===== src/rtl/mem_port_arbiter_pkg.sv =====
// Shared memory-subsystem definitions: arbiter state encoding and the default
// bus geometry used by the memory, the arbiter and their benches.
package mem_pkg;

  localparam int MEM_WIDTH = 32;
  localparam int MEM_ADDR  = 8;
  localparam int MEM_DEPTH = 256;

  typedef enum logic [1:0] {
    IDLE  = 2'd0,
    BUSY  = 2'd1,
    ABORT = 2'd2
  } arb_state_e;

endpackage


===== src/rtl/mem_port_arbiter_rr_arb2.sv =====
// Two-way round-robin pick: a lone requester wins outright, a tie goes to the
// requester that was not granted last.
module rr_arb2 (
  input  logic [1:0] req_i,
  input  logic       last_i,
  output logic       gnt_o
);

  always_comb begin
    gnt_o = 1'b0;
    if (req_i == 2'b11) begin
      gnt_o = ~last_i;
    end else begin
      gnt_o = req_i[1];
    end
  end

endmodule


===== src/rtl/mem_port_arbiter.sv =====
// Round-robin arbiter letting two masters share one valid/ready memory port,
// with a latched request per transaction and a timeout abort.
module mem_port_arbiter
  import mem_pkg::*;
#(
  parameter int WIDTH   = MEM_WIDTH,
  parameter int DEPTH   = MEM_DEPTH,
  parameter int ADDR    = MEM_ADDR,
  parameter int TIMEOUT = 16
) (
  input  logic             clk,
  input  logic             rst,
  input  logic             r0_valid,
  input  logic             r0_wrbar,
  input  logic [ADDR-1:0]  r0_addr,
  input  logic [WIDTH-1:0] r0_wdata,
  output logic             r0_ready,
  output logic             r0_err,
  output logic [WIDTH-1:0] r0_rdata,
  input  logic             r1_valid,
  input  logic             r1_wrbar,
  input  logic [ADDR-1:0]  r1_addr,
  input  logic [WIDTH-1:0] r1_wdata,
  output logic             r1_ready,
  output logic             r1_err,
  output logic [WIDTH-1:0] r1_rdata,
  output logic             mem_valid,
  output logic             mem_wrbar,
  output logic [ADDR-1:0]  mem_addr,
  output logic [WIDTH-1:0] mem_wdata,
  input  logic             mem_ready,
  input  logic [WIDTH-1:0] mem_rdata,
  output logic             owner,
  output logic             busy
);

  // A zero TIMEOUT still needs a 1-bit counter to keep the logic well formed.
  localparam int CNT_W = (TIMEOUT > 0) ? $clog2(TIMEOUT + 1) : 1;
  localparam logic [CNT_W-1:0] CNT_MAX = CNT_W'(TIMEOUT - 1);

  if (DEPTH != (1 << ADDR)) begin : g_depth_check
    $error("mem_port_arbiter: DEPTH must equal 2**ADDR");
  end

  arb_state_e       state_q;
  logic             owner_q;
  logic             last_q;
  logic [CNT_W-1:0] cnt_q;
  logic [CNT_W-1:0] cnt_d;
  logic             mem_wrbar_q;
  logic [ADDR-1:0]  mem_addr_q;
  logic [WIDTH-1:0] mem_wdata_q;
  logic             pick;
  logic             done;
  logic             abort;

  rr_arb2 u_rr_arb2 (
    .req_i  ({r1_valid, r0_valid}),
    .last_i (last_q),
    .gnt_o  (pick)
  );

  assign cnt_d = (cnt_q == CNT_MAX) ? cnt_q : cnt_q + CNT_W'(1);

  always_ff @(posedge clk or posedge rst) begin
    if (rst) begin
      state_q     <= IDLE;
      owner_q     <= 1'b0;
      last_q      <= 1'b1;
      cnt_q       <= '0;
      mem_wrbar_q <= 1'b0;
      mem_addr_q  <= '0;
      mem_wdata_q <= '0;
    end else begin
      case (state_q)
        IDLE: begin
          if (r0_valid || r1_valid) begin
            state_q     <= BUSY;
            owner_q     <= pick;
            last_q      <= pick;
            cnt_q       <= '0;
            mem_wrbar_q <= pick ? r1_wrbar : r0_wrbar;
            mem_addr_q  <= pick ? r1_addr  : r0_addr;
            mem_wdata_q <= pick ? r1_wdata : r0_wdata;
          end
        end
        BUSY: begin
          // A ready arriving on the final allowed cycle still wins over abort.
          if (mem_ready) begin
            state_q <= IDLE;
          end else if ((TIMEOUT != 0) && (cnt_q == CNT_MAX)) begin
            state_q <= ABORT;
          end else begin
            cnt_q <= cnt_d;
          end
        end
        ABORT: begin
          state_q <= IDLE;
        end
        default: begin
          state_q <= IDLE;
        end
      endcase
    end
  end

  assign done  = (state_q == BUSY) && mem_ready;
  assign abort = (state_q == ABORT);

  assign mem_valid = (state_q == BUSY);
  assign mem_wrbar = mem_wrbar_q;
  assign mem_addr  = mem_addr_q;
  assign mem_wdata = mem_wdata_q;
  assign owner     = owner_q;
  assign busy      = (state_q != IDLE);

  // Only the owner ever sees completion; aborted reads return zero data.
  assign r0_ready = (done || abort) && !owner_q;
  assign r0_err   = abort && !owner_q;
  assign r0_rdata = (done && !owner_q) ? mem_rdata : '0;
  assign r1_ready = (done || abort) && owner_q;
  assign r1_err   = abort && owner_q;
  assign r1_rdata = (done && owner_q) ? mem_rdata : '0;

endmodule


===== config.mk =====
export PLATFORM = sky130hd
export DESIGN_NAME = mem_port_arbiter
export DESIGN_NICKNAME = d
export VERILOG_FILES = /design/src/rtl/mem_port_arbiter_pkg.sv /design/src/rtl/mem_port_arbiter_rr_arb2.sv /design/src/rtl/mem_port_arbiter.sv
export SDC_FILE = /design/constraint.sdc
export NUM_CORES = 1
export LEC_CHECK = 0
export CAP_MARGIN = 20
export CORE_AREA = 2 2 90 92
export DETAILED_ROUTE_END_ITERATION = 10
export DIE_AREA = 0 0 92 94
export DONT_BUFFER_PORTS = 1
export PLACE_DENSITY = 0.59
export RECOVER_POWER = 50
export SLEW_MARGIN = 20
export SYNTH_ARGS = -nofsm -noshare
export SYNTH_HDL_FRONTEND = slang
export SYNTH_SLANG_ARGS = --single-unit
export TNS_END_PERCENT = 5

===== constraint.sdc =====
create_clock -name clk -period 5.75 [get_ports clk]
set_input_delay 0.575 -clock clk [delete_from_list [all_inputs] [get_ports clk]]
set_output_delay 0.575 -clock clk [all_outputs]
set_load 0.02 [all_outputs]

==> summary.md, run 1 <==
| Metric | Value |
|---|---|
| Post-synthesis sequential area ratio | `between 40 and 50%` |
| YS warnings | `0` |
| Final nets | `406` |
| Chip height | `94 um` |
| Syn Area/Cell | `around 9.5 sq um` |
| Clock buffer depth | `2` |
| CTS tree | `done` |
| RSZ-0062 raised after global routing | `false` |
| Post-Synthesis Cell Area | `0.00284 sq mm` |
| Post-CTS Setup Repair Bufs | `0` |
| Final Power | `1430 uW` |
| Detailed Route Iter0 Violations | `65` |
| Peak supply drop | `between 150 and 200 uV` |
| Syn_nets | `419` |
| Initial antenna violation count | `0` |
| Final setup viols | `0` |
| CP Class | `reg2out` |
| Failing checks | `capacitance limit, slew limit` |
| First-pass detailed-route iteration total | `7` |
| Clk_skew | `10.9 ps` |
| Slew @ Worst Pin | `approximately 2200 ps` |
| Later-pin clock latency in the skew report | `just under 300 ps` |
| H-tree levels | `2` |
| Final wirelength | `7590 um` |
| Post-CTS Resized | `0` |
| CP peak stage delay | `760 ps` |
| Minimum clock period | `3100 ps` |
| Hold Crit Class | `in2reg` |
| Crit path max-delay cell type | `and3b_1` |
| Max Cap Viol | `1` |
| Routed wire per std cell | `19.6 um` |
| P&R area growth vs syn | `5.56%` |
| CP Buf/Inv Count | `0` |
| Worst path required time | `5180 ps` |
| Cells along the critical path | `nor2b_1, and3b_1, and2_1` |
| Via-per-instance ratio | `5.69` |
| Mapped Cells | `298` |
| Worst-path clk slew | `90 ps` |
| Starting Density | `37.3%` |
| Vias in the first global route | `2108` |
| CTS Buf Count | `5` |
| Row Count | `32` |
| Core box area | `0.00761 sq mm` |
| Pwr Density | `476 mW/mm^2` |
| Worst EP arrival | `2520 ps` |
| Leak | `0.00139 uW` |
| Hold_buf cts | `0` |
| Antenna cells | `0` |
| Critical path capture point type | `output port` |
| Startpoint Class | `flop` |
| Vias | `2207` |
| Fraction of layout cells with a size suffix above 1 | `7.34%` |
| Most common cell after layout, fill and taps aside | `o21ai_0` |
| ANT nets after route | `0` |
| DIE AREA | `0.00865 sq mm` |
| Max-slew violation count | `51` |
| Commonest non-fill, non-tap cells in the layout | `81 x o21ai_0, 64 x and2_1, 49 x dfrtp_1` |
| Post-route clock period utilization | `53.9%` |
| Synth unique cells | `30` |
| DP HPWL | `5770 um` |
| Clock root buffer | `clkbuf_8` |
| Clock sinks | `50` |
| I/O pin cnt | `231` |
| Hold Vio Cnt, Final | `0` |
| Largest net degree at the start of global routing | `a little over 50` |
| Rel. slew slack | `-48.2%` |
| Worst path top cell family by delay | `simple AND/OR/NAND/NOR gates` |
| Gr usage total | `16.6%` |
| Grt ovf | `0` |
| Worst slack, placed | `2980 ps` |
| Highest Clock Rate | `323 MHz` |
| Worst Path Max Fanout | `33` |
| DRC | `0` |
| Port-buffer cells | `0` |
| Die X | `92 um` |
| Final core occ | `39.4%` |
| Setup_tns | `0 ps` |
| Gpl congestion | `0.744` |
| Status | `complete, but fails checks` |
| First-pass GRT wire length | `11300 um` |
| Synth Register Bits | `50` |
| Final WS setup | `2650 ps` |
## state kept, by name (all words and copies together) (netlist names)
| signal | flops |
|---|---|
| last_q | 1 |
| mem_addr | 8 |
| mem_wdata | 32 |
| owner | 1 |
| mem_wrbar | 1 |
| state_q | 2 |
| cnt_q | 5 |
## power by group
group          internal (uW)  switching, uW  leakage (uW)
clock network            110            115     0.0000544
registers                501            278      0.000618
logic                    142            280      0.000716
## Yosys cell counts (all sizes together)
| cell | number | area, sq um |
|---|---|---|
| a21bo | 1 | 10.0 |
| a21oi | 1 | 5.00 |
| a31oi | 3 | 18.8 |
| and2 | 64 | 400 |
| and3 | 2 | 12.5 |
| and3b | 3 | 26.3 |
| buf | 5 | 32.5 |
| clkbuf | 19 | 80.1 |
| dfrtp | 49 | 1230 |
| dfstp | 1 | 26.3 |
| ha | 2 | 25.0 |
| inv | 5 | 18.8 |
| mux2i | 43 | 430 |
| nand2 | 1 | 3.75 |
| nand2b | 1 | 6.26 |
| nand3 | 2 | 10.0 |
| nor2 | 3 | 11.3 |
| nor2b | 1 | 6.26 |
| nor3b | 1 | 7.51 |
| o211ai | 1 | 7.51 |
| o21ai | 84 | 424 |
| o22ai | 1 | 6.26 |
| o2bb2ai | 1 | 8.76 |
| or2 | 2 | 12.5 |
| or3 | 1 | 6.26 |
| or4b | 1 | 13.8 |
## layout make-up
type,instances,area (sq um)
Multi-Input combinational cell,219,1460
Clock buffer,7,96.3
Sequential cell,50,1250
Tap cell,102,128
Timing Repair Buffer,4,30.0
Inverter,5,20.0
Fill cell,773,4610
Clock inverter,1,8.76
## logic make-up (layout without fill, tap and decap cells)
logic type	Yosys count	after routing	share of synthesized area, %
AO/OA/AOI/OAI	92	92	16.9
adder cells (fa/ha/maj)	2	2	0.882
buffers and inverters	29	17	4.63
flip-flops	50	50	44.2
multiplexers	43	43	15.2
AND/OR/NAND/NOR	82	82	18.2
## path summary, 6_finish.rpt
path / cells after the start / endpoint / from / slack [ps]
setup / recovery: 3 / r0_rdata[10] / state_q[1] / 2650
hold / removal: 1 / last_q / r0_valid / 340
setup reg to reg: 6 / cnt_q[3] / cnt_q[0] / 3630
hold reg to reg: 1 / cnt_q[0] / cnt_q[0] / 510
max in group asynchronous: 1 / mem_wdata[27] / rst / 4000
min in group asynchronous: 1 / mem_wrbar / rst / 730
## per-stage QoR
stage                     cells  hold WS (ps)  cell area [sq um]
final                       388           342               2990
after global routing        388           341               2990
after CTS                   388           325               2990
after detailed placement    380           501               2890
after global placement      380           499               2890
after floorplan             298           465               2840
## metal layers
metal	track usage (%)	wire length, um	up-vias
met5	0	0	-
met4	4.10	67	0
met3	4.82	730	5
met2	30.0	3920	139
met1	19.5	2870	1061
li1	-	-	1002
No activity file was read; power rests on OpenSTA's default activity.
==> inputs of run 2 (changes only) <==
- PLACE_DENSITY: 0.59 -> 0.61
- clock period: 5.75 -> 2.8 ns (I/O delays scaled with it)
==> summary.md, run 2 (same netlist as run 1, synthesis figures left out) <==
| Metric | Value |
|---|---|
| Status | `complete, but fails checks` |
| Failing checks | `capacitance limit, slew limit` |
| Final setup viols | `0` |
| Routed wire per std cell | `~19 um` |
| Antenna cells | `0` |
| Int Pwr | `1500 uW` |
| Max Cap Viol | `1` |
| Row Count | `32` |
| Largest net degree at the start of global routing | `51` |
| Startpoint Class | `flop` |
| Critical path capture point type | `output port` |
| Logic pwr share | `30.1%` |
| Vias | `2178` |
| CP peak stage delay | `740 ps` |
| DIE AREA | `0.00865 sq mm` |
| Max reg flops | `32` |
| Minimum clock period | `2510 ps` |
| Core box area | `0.00761 sq mm` |
| Clk_skew | `between 15 and 20 ps` |
| Post-CTS Resized | `0` |
| Port-buffer cells | `0` |
| Cells along the critical path | `nor2b_1, and3_1, and2_1` |
| Hold Crit Class | `in2reg` |
| Most common cell after layout, fill and taps aside | `o21ai_0` |
| CTS Buf Count | `5` |
| Slew @ Worst Pin | `2190 ps` |
| Clk pwr share | `14.4%` |
| Grt ovf | `0` |
| Worst path required time | `about 2500 ps` |
| Worst-path clk slew | `100 ps` |
| Chip height | `94 um` |
| Commonest non-fill, non-tap cells in the layout | `81 x o21ai_0, 64 x and2_1, 49 x dfrtp_1` |
| H-tree levels | `2` |
| Peak supply drop | `408 uV` |
| Post-CTS Setup Repair Bufs | `0` |
| Final nets | `approximately 410` |
| P_sw | `roughly 1400 uW` |
| Pwr Density | `between 900 and 1000 mW/mm^2` |
| Placed instance count | `382` |
| Via-per-instance ratio | `5.58` |
| Crit path max-delay cell type | `and3_1` |
| RSZ-0062 raised after global routing | `false` |
| DP HPWL | `5760 um` |
| P&R area growth vs syn | `5.38%` |
| Worst path top cell family by delay | `simple AND/OR/NAND/NOR gates` |
| Clock root buffer | `clkbuf_8` |
| Clock buffer depth | `2` |
| Worst EP arrival | `2230 ps` |
| CTS tree | `done` |
| Worst slack, placed | `580 ps` |
| I/O pin cnt | `between 200 and 250` |
| First-pass GRT wire length | `11100 um` |
| Starting Density | `37.3%` |
| Hold_buf cts | `0` |
| Gr usage total | `approximately 16%` |
| Final Power | `2890 uW` |
| Vias in the first global route | `between 2000 and 2500` |
| Max-slew violation count | `51` |
| Hold Vio Cnt, Final | `0` |
| Initial antenna violation count | `0` |
| Highest Clock Rate | `398 MHz` |
| Post-route clock period utilization | `89.7%` |
| Sw Ratio | `just under 50%` |
| Setup_tns | `0 ps` |
| Final wirelength | `7570 um` |
| Worst hold margin | `38.8 ps` |
| Later-pin clock latency in the skew report | `300 ps` |
| ANT nets after route | `0` |
| Final Non-Filler Cells | `between 300 and 400` |
| DRC | `0` |
| Fraction of layout cells with a size suffix above 1 | `roughly 6.6%` |
| Detailed Route Iter0 Violations | `95` |
| CP Class | `reg2out` |
| Leak | `between 0.001 and 0.0015 uW` |
| Final WS setup | `288 ps` |
| Rel. slew slack | `-46.7%` |
| Worst Path Max Fanout | `33` |
| Sequential fraction of design power | `55.5%` |
| Die X | `92 um` |
| CP Buf/Inv Count | `0` |
| Clock sinks | `50` |
| First-pass detailed-route iteration total | `7` |
| Gpl congestion | `between 0.7 and 0.8` |
run 2: routing by layer:
layer  vias up  global-route usage [%]  routed length [um]
met1      1033                    18.2                2750
li1       1003                       -                   -
met3         4                    3.61                 628
met4         0                    4.10                  60
met5         -                       0                   0
met2       138                    31.9                4130
run 2: power by group through the flow:
stage / combinational [uW] / clock, uW / sequential, uW
after floorplan: 764 / 0 / 1530
after global placement: 870 / 0 / 1620
after detailed placement: 898 / 0 / 1620
after CTS: 892 / 442 / 1610
after global routing: 982 / 467 / 1640
final: 869 / 417 / 1600
run 2: layout make-up:
class	instances	area, sq um
Sequential cell	50	1250
Timing Repair Buffer	6	46.3
Fill cell	774	4620
Multi-Input combinational cell	219	1460
Clock buffer	5	68.8
Clock inverter	3	18.8
Tap cell	102	128
Inverter	5	20.0
run 2: worst paths after layout:
| path | from | endpoint | slack (ps) | cells past startpoint |
|---|---|---|---|---|
| min reg2reg | cnt_q[4] | cnt_q[4] | 520 | 2 |
| min in group asynchronous | rst | mem_wdata[6] | 410 | 1 |
| max | state_q[1] | r1_rdata[25] | 290 | 3 |
| max reg2reg | state_q[1] | mem_addr[5] | 490 | 4 |
| max in group asynchronous | rst | mem_addr[1] | 1360 | 1 |
| min | r0_valid | last_q | 40 | 1 |
run 2: through the flow:
step / cell area (sq um) / util [%]
2_1_floorplan: 2840 / -
3_3_place_gp: 2920 / 38.3
3_5_place_dp: 2920 / 38.3
4_1_cts: 3000 / 39.5
5_1_grt: 2990 / 39.3
6_report: 2990 / 39.3
==> inputs of run 3 (changes only) <==
- CORE_AREA: 2 2 90 92 -> unset
- CORE_MARGIN: unset -> 8
- CORE_UTILIZATION: unset -> 40
- DIE_AREA: 0 0 92 94 -> unset
- PLACE_DENSITY: 0.61 -> 0.62
- clock period: 2.8 -> 2.62 ns (I/O delays scaled with it)
==> summary.md, run 3 (same netlist as run 1, synthesis figures left out) <==
| Metric | Value |
|---|---|
| Status | `complete, but fails checks` |
| Failing checks | `capacitance limit, slew limit` |
| Final wirelength | `8530 um` |
| P&R area growth vs syn | `6.53%` |
| Worst path top cell family by delay | `simple AND/OR/NAND/NOR gates` |
| Pwr Density | `~1000 mW/mm^2` |
| Die X | `roughly 100 um` |
| Later-pin clock latency in the skew report | `290 ps` |
| DP HPWL | `6730 um` |
| CP Class | `reg2out` |
| Sequential fraction of design power | `a little over half` |
| RSZ-0062 raised after global routing | `false` |
| Detailed Route Iter0 Violations | `68` |
| Minimum clock period | `between 2000 and 2500 ps` |
| Via-per-instance ratio | `5.63` |
| Antenna cells | `0` |
| I/O pin cnt | `231` |
| Sw Ratio | `47.2%` |
| Critical path capture point type | `output port` |
| P_sw | `1490 uW` |
| Worst-path clk slew | `around 90 ps` |
| Placed instance count | `378` |
| Vias | `2172` |
| CP peak stage delay | `about 450 ps` |
| Slew @ Worst Pin | `2180 ps` |
| Setup_tns | `0 ps` |
| Met2 wire length | `4340 um` |
| Max reg flops | `32` |
| Worst path required time | `2360 ps` |
| Hold_buf cts | `0` |
| Final nets | `410` |
| Hold Vio Cnt, Final | `0` |
| Clock buffer depth | `2` |
| Core box area | `0.00683 sq mm` |
| Clock sinks | `50` |
| Chip height | `approximately 100 um` |
| Starting Density | `41.5%` |
| Crit path max-delay cell type | `nor2b_1` |
| Highest Clock Rate | `424 MHz` |
| Initial antenna violation count | `0` |
| Startpoint Class | `flop` |
| Max Cap Viol | `1` |
| Port-buffer cells | `0` |
| Post-route clock period utilization | `90.1%` |
| CP Buf/Inv Count | `1` |
| Post-CTS Setup Repair Bufs | `0` |
| Grt ovf | `0` |
| Clk_skew | `4.70 ps` |
| Max-slew violation count | `51` |
| Peak supply drop | `449 uV` |
| Gr usage total | `16.0%` |
| Clk pwr share | `15.6%` |
| Final Non-Filler Cells | `386` |
| ANT nets after route | `0` |
| Clock root buffer | `clkbuf_8` |
| Fraction of layout cells with a size suffix above 1 | `7.93%` |
| Row Count | `30` |
| CTS Buf Count | `5` |
| Int Pwr | `about 1700 uW` |
| Logic pwr share | `29.8%` |
| Post-CTS Resized | `0` |
| Commonest non-fill, non-tap cells in the layout | `81 x o21ai_0, 64 x and2_1, 49 x dfrtp_1` |
| Worst EP arrival | `around 2100 ps` |
| Leak | `0.00141 uW` |
| Worst hold margin | `27.7 ps` |
| H-tree levels | `2` |
| Largest net degree at the start of global routing | `51` |
| Final setup viols | `0` |
| First-pass GRT wire length | `about 13000 um` |
| Hold Crit Class | `in2reg` |
| First-pass detailed-route iteration total | `4` |
| DRC | `0` |
| Met1 Routed Length | `2980 um` |
| Most common cell after layout, fill and taps aside | `o21ai_0` |
| Cells along the critical path | `nor2b_1, and3_1, buf_4, and2_1` |
| Rel. slew slack | `-46.4%` |
| CTS tree | `done` |
| Vias in the first global route | `2381` |
| Gpl congestion | `0.767` |
| DIE AREA | `0.0100 sq mm` |
| DR top layer | `met4` |
| Worst Path Max Fanout | `24` |
| Met3 WL post-DR | `1160 um` |
| Routed wire per std cell | `between 20 and 25 um` |
==> run 3: cell count changes in the layout (fill, tap and decap cells not counted), sizes merged <==
cell and change:
buf +3, clkinv -1, clkbuf +1, inv -1
==> run 3: path summary, 6_finish.rpt <==
| kind | startpoint | to | slack [ps] | cells after the start |
|---|---|---|---|---|
| min in group asynchronous | rst | mem_wdata[12] | 400 | 1 |
| worst min register to register | cnt_q[2] | cnt_q[2] | 520 | 1 |
| max in group asynchronous | rst | mem_wdata[29] | 1210 | 1 |
| worst min-delay path | r0_valid | last_q | 30 | 1 |
| worst max register to register | cnt_q[0] | cnt_q[3] | 550 | 6 |
| worst max-delay path | state_q[1] | r1_rdata[4] | 260 | 4 |
==> run 3: per-stage QoR <==
step	utilization, %	total power [uW]	cell area [sq um]	worst slack (ps)
floorplan	-	2450	2840	645
global placement	42.8	2690	2920	599
detailed placement	42.8	2720	2920	548
CTS	44.3	3220	3030	275
global route	44.2	3390	3020	82.8
finish	44.2	3160	3020	260
==> run 3: layout make-up <==
type | instances | area [sq um]
fill | 695 | 3810
tap | 96 | 120
clock inverter | 1 | 8.76
sequential | 50 | 1250
timing repair buffer | 8 | 65.1
inverter | 5 | 20.0
multi-input combinational | 219 | 1460
clock buffer | 7 | 96.3
==> run 3: metal layers <==
metal / track usage, % / vias to the layer above
met4: 3.84 / 0
li1: - / 1014
met5: 0 / -
met2: 27.4 / 140
met1: 17.1 / 1014
met3: 7.96 / 4
==> run 3: power groups by stage <==
| stage | Sequential, uW | Combinational [uW] | Clock [uW] |
|---|---|---|---|
| after floorplan | 1640 | 816 | 0 |
| after global placement | 1750 | 943 | 0 |
| after detailed placement | 1750 | 973 | 0 |
| after CTS | 1740 | 966 | 517 |
| after global routing | 1780 | 1070 | 546 |
| final | 1730 | 943 | 494 |
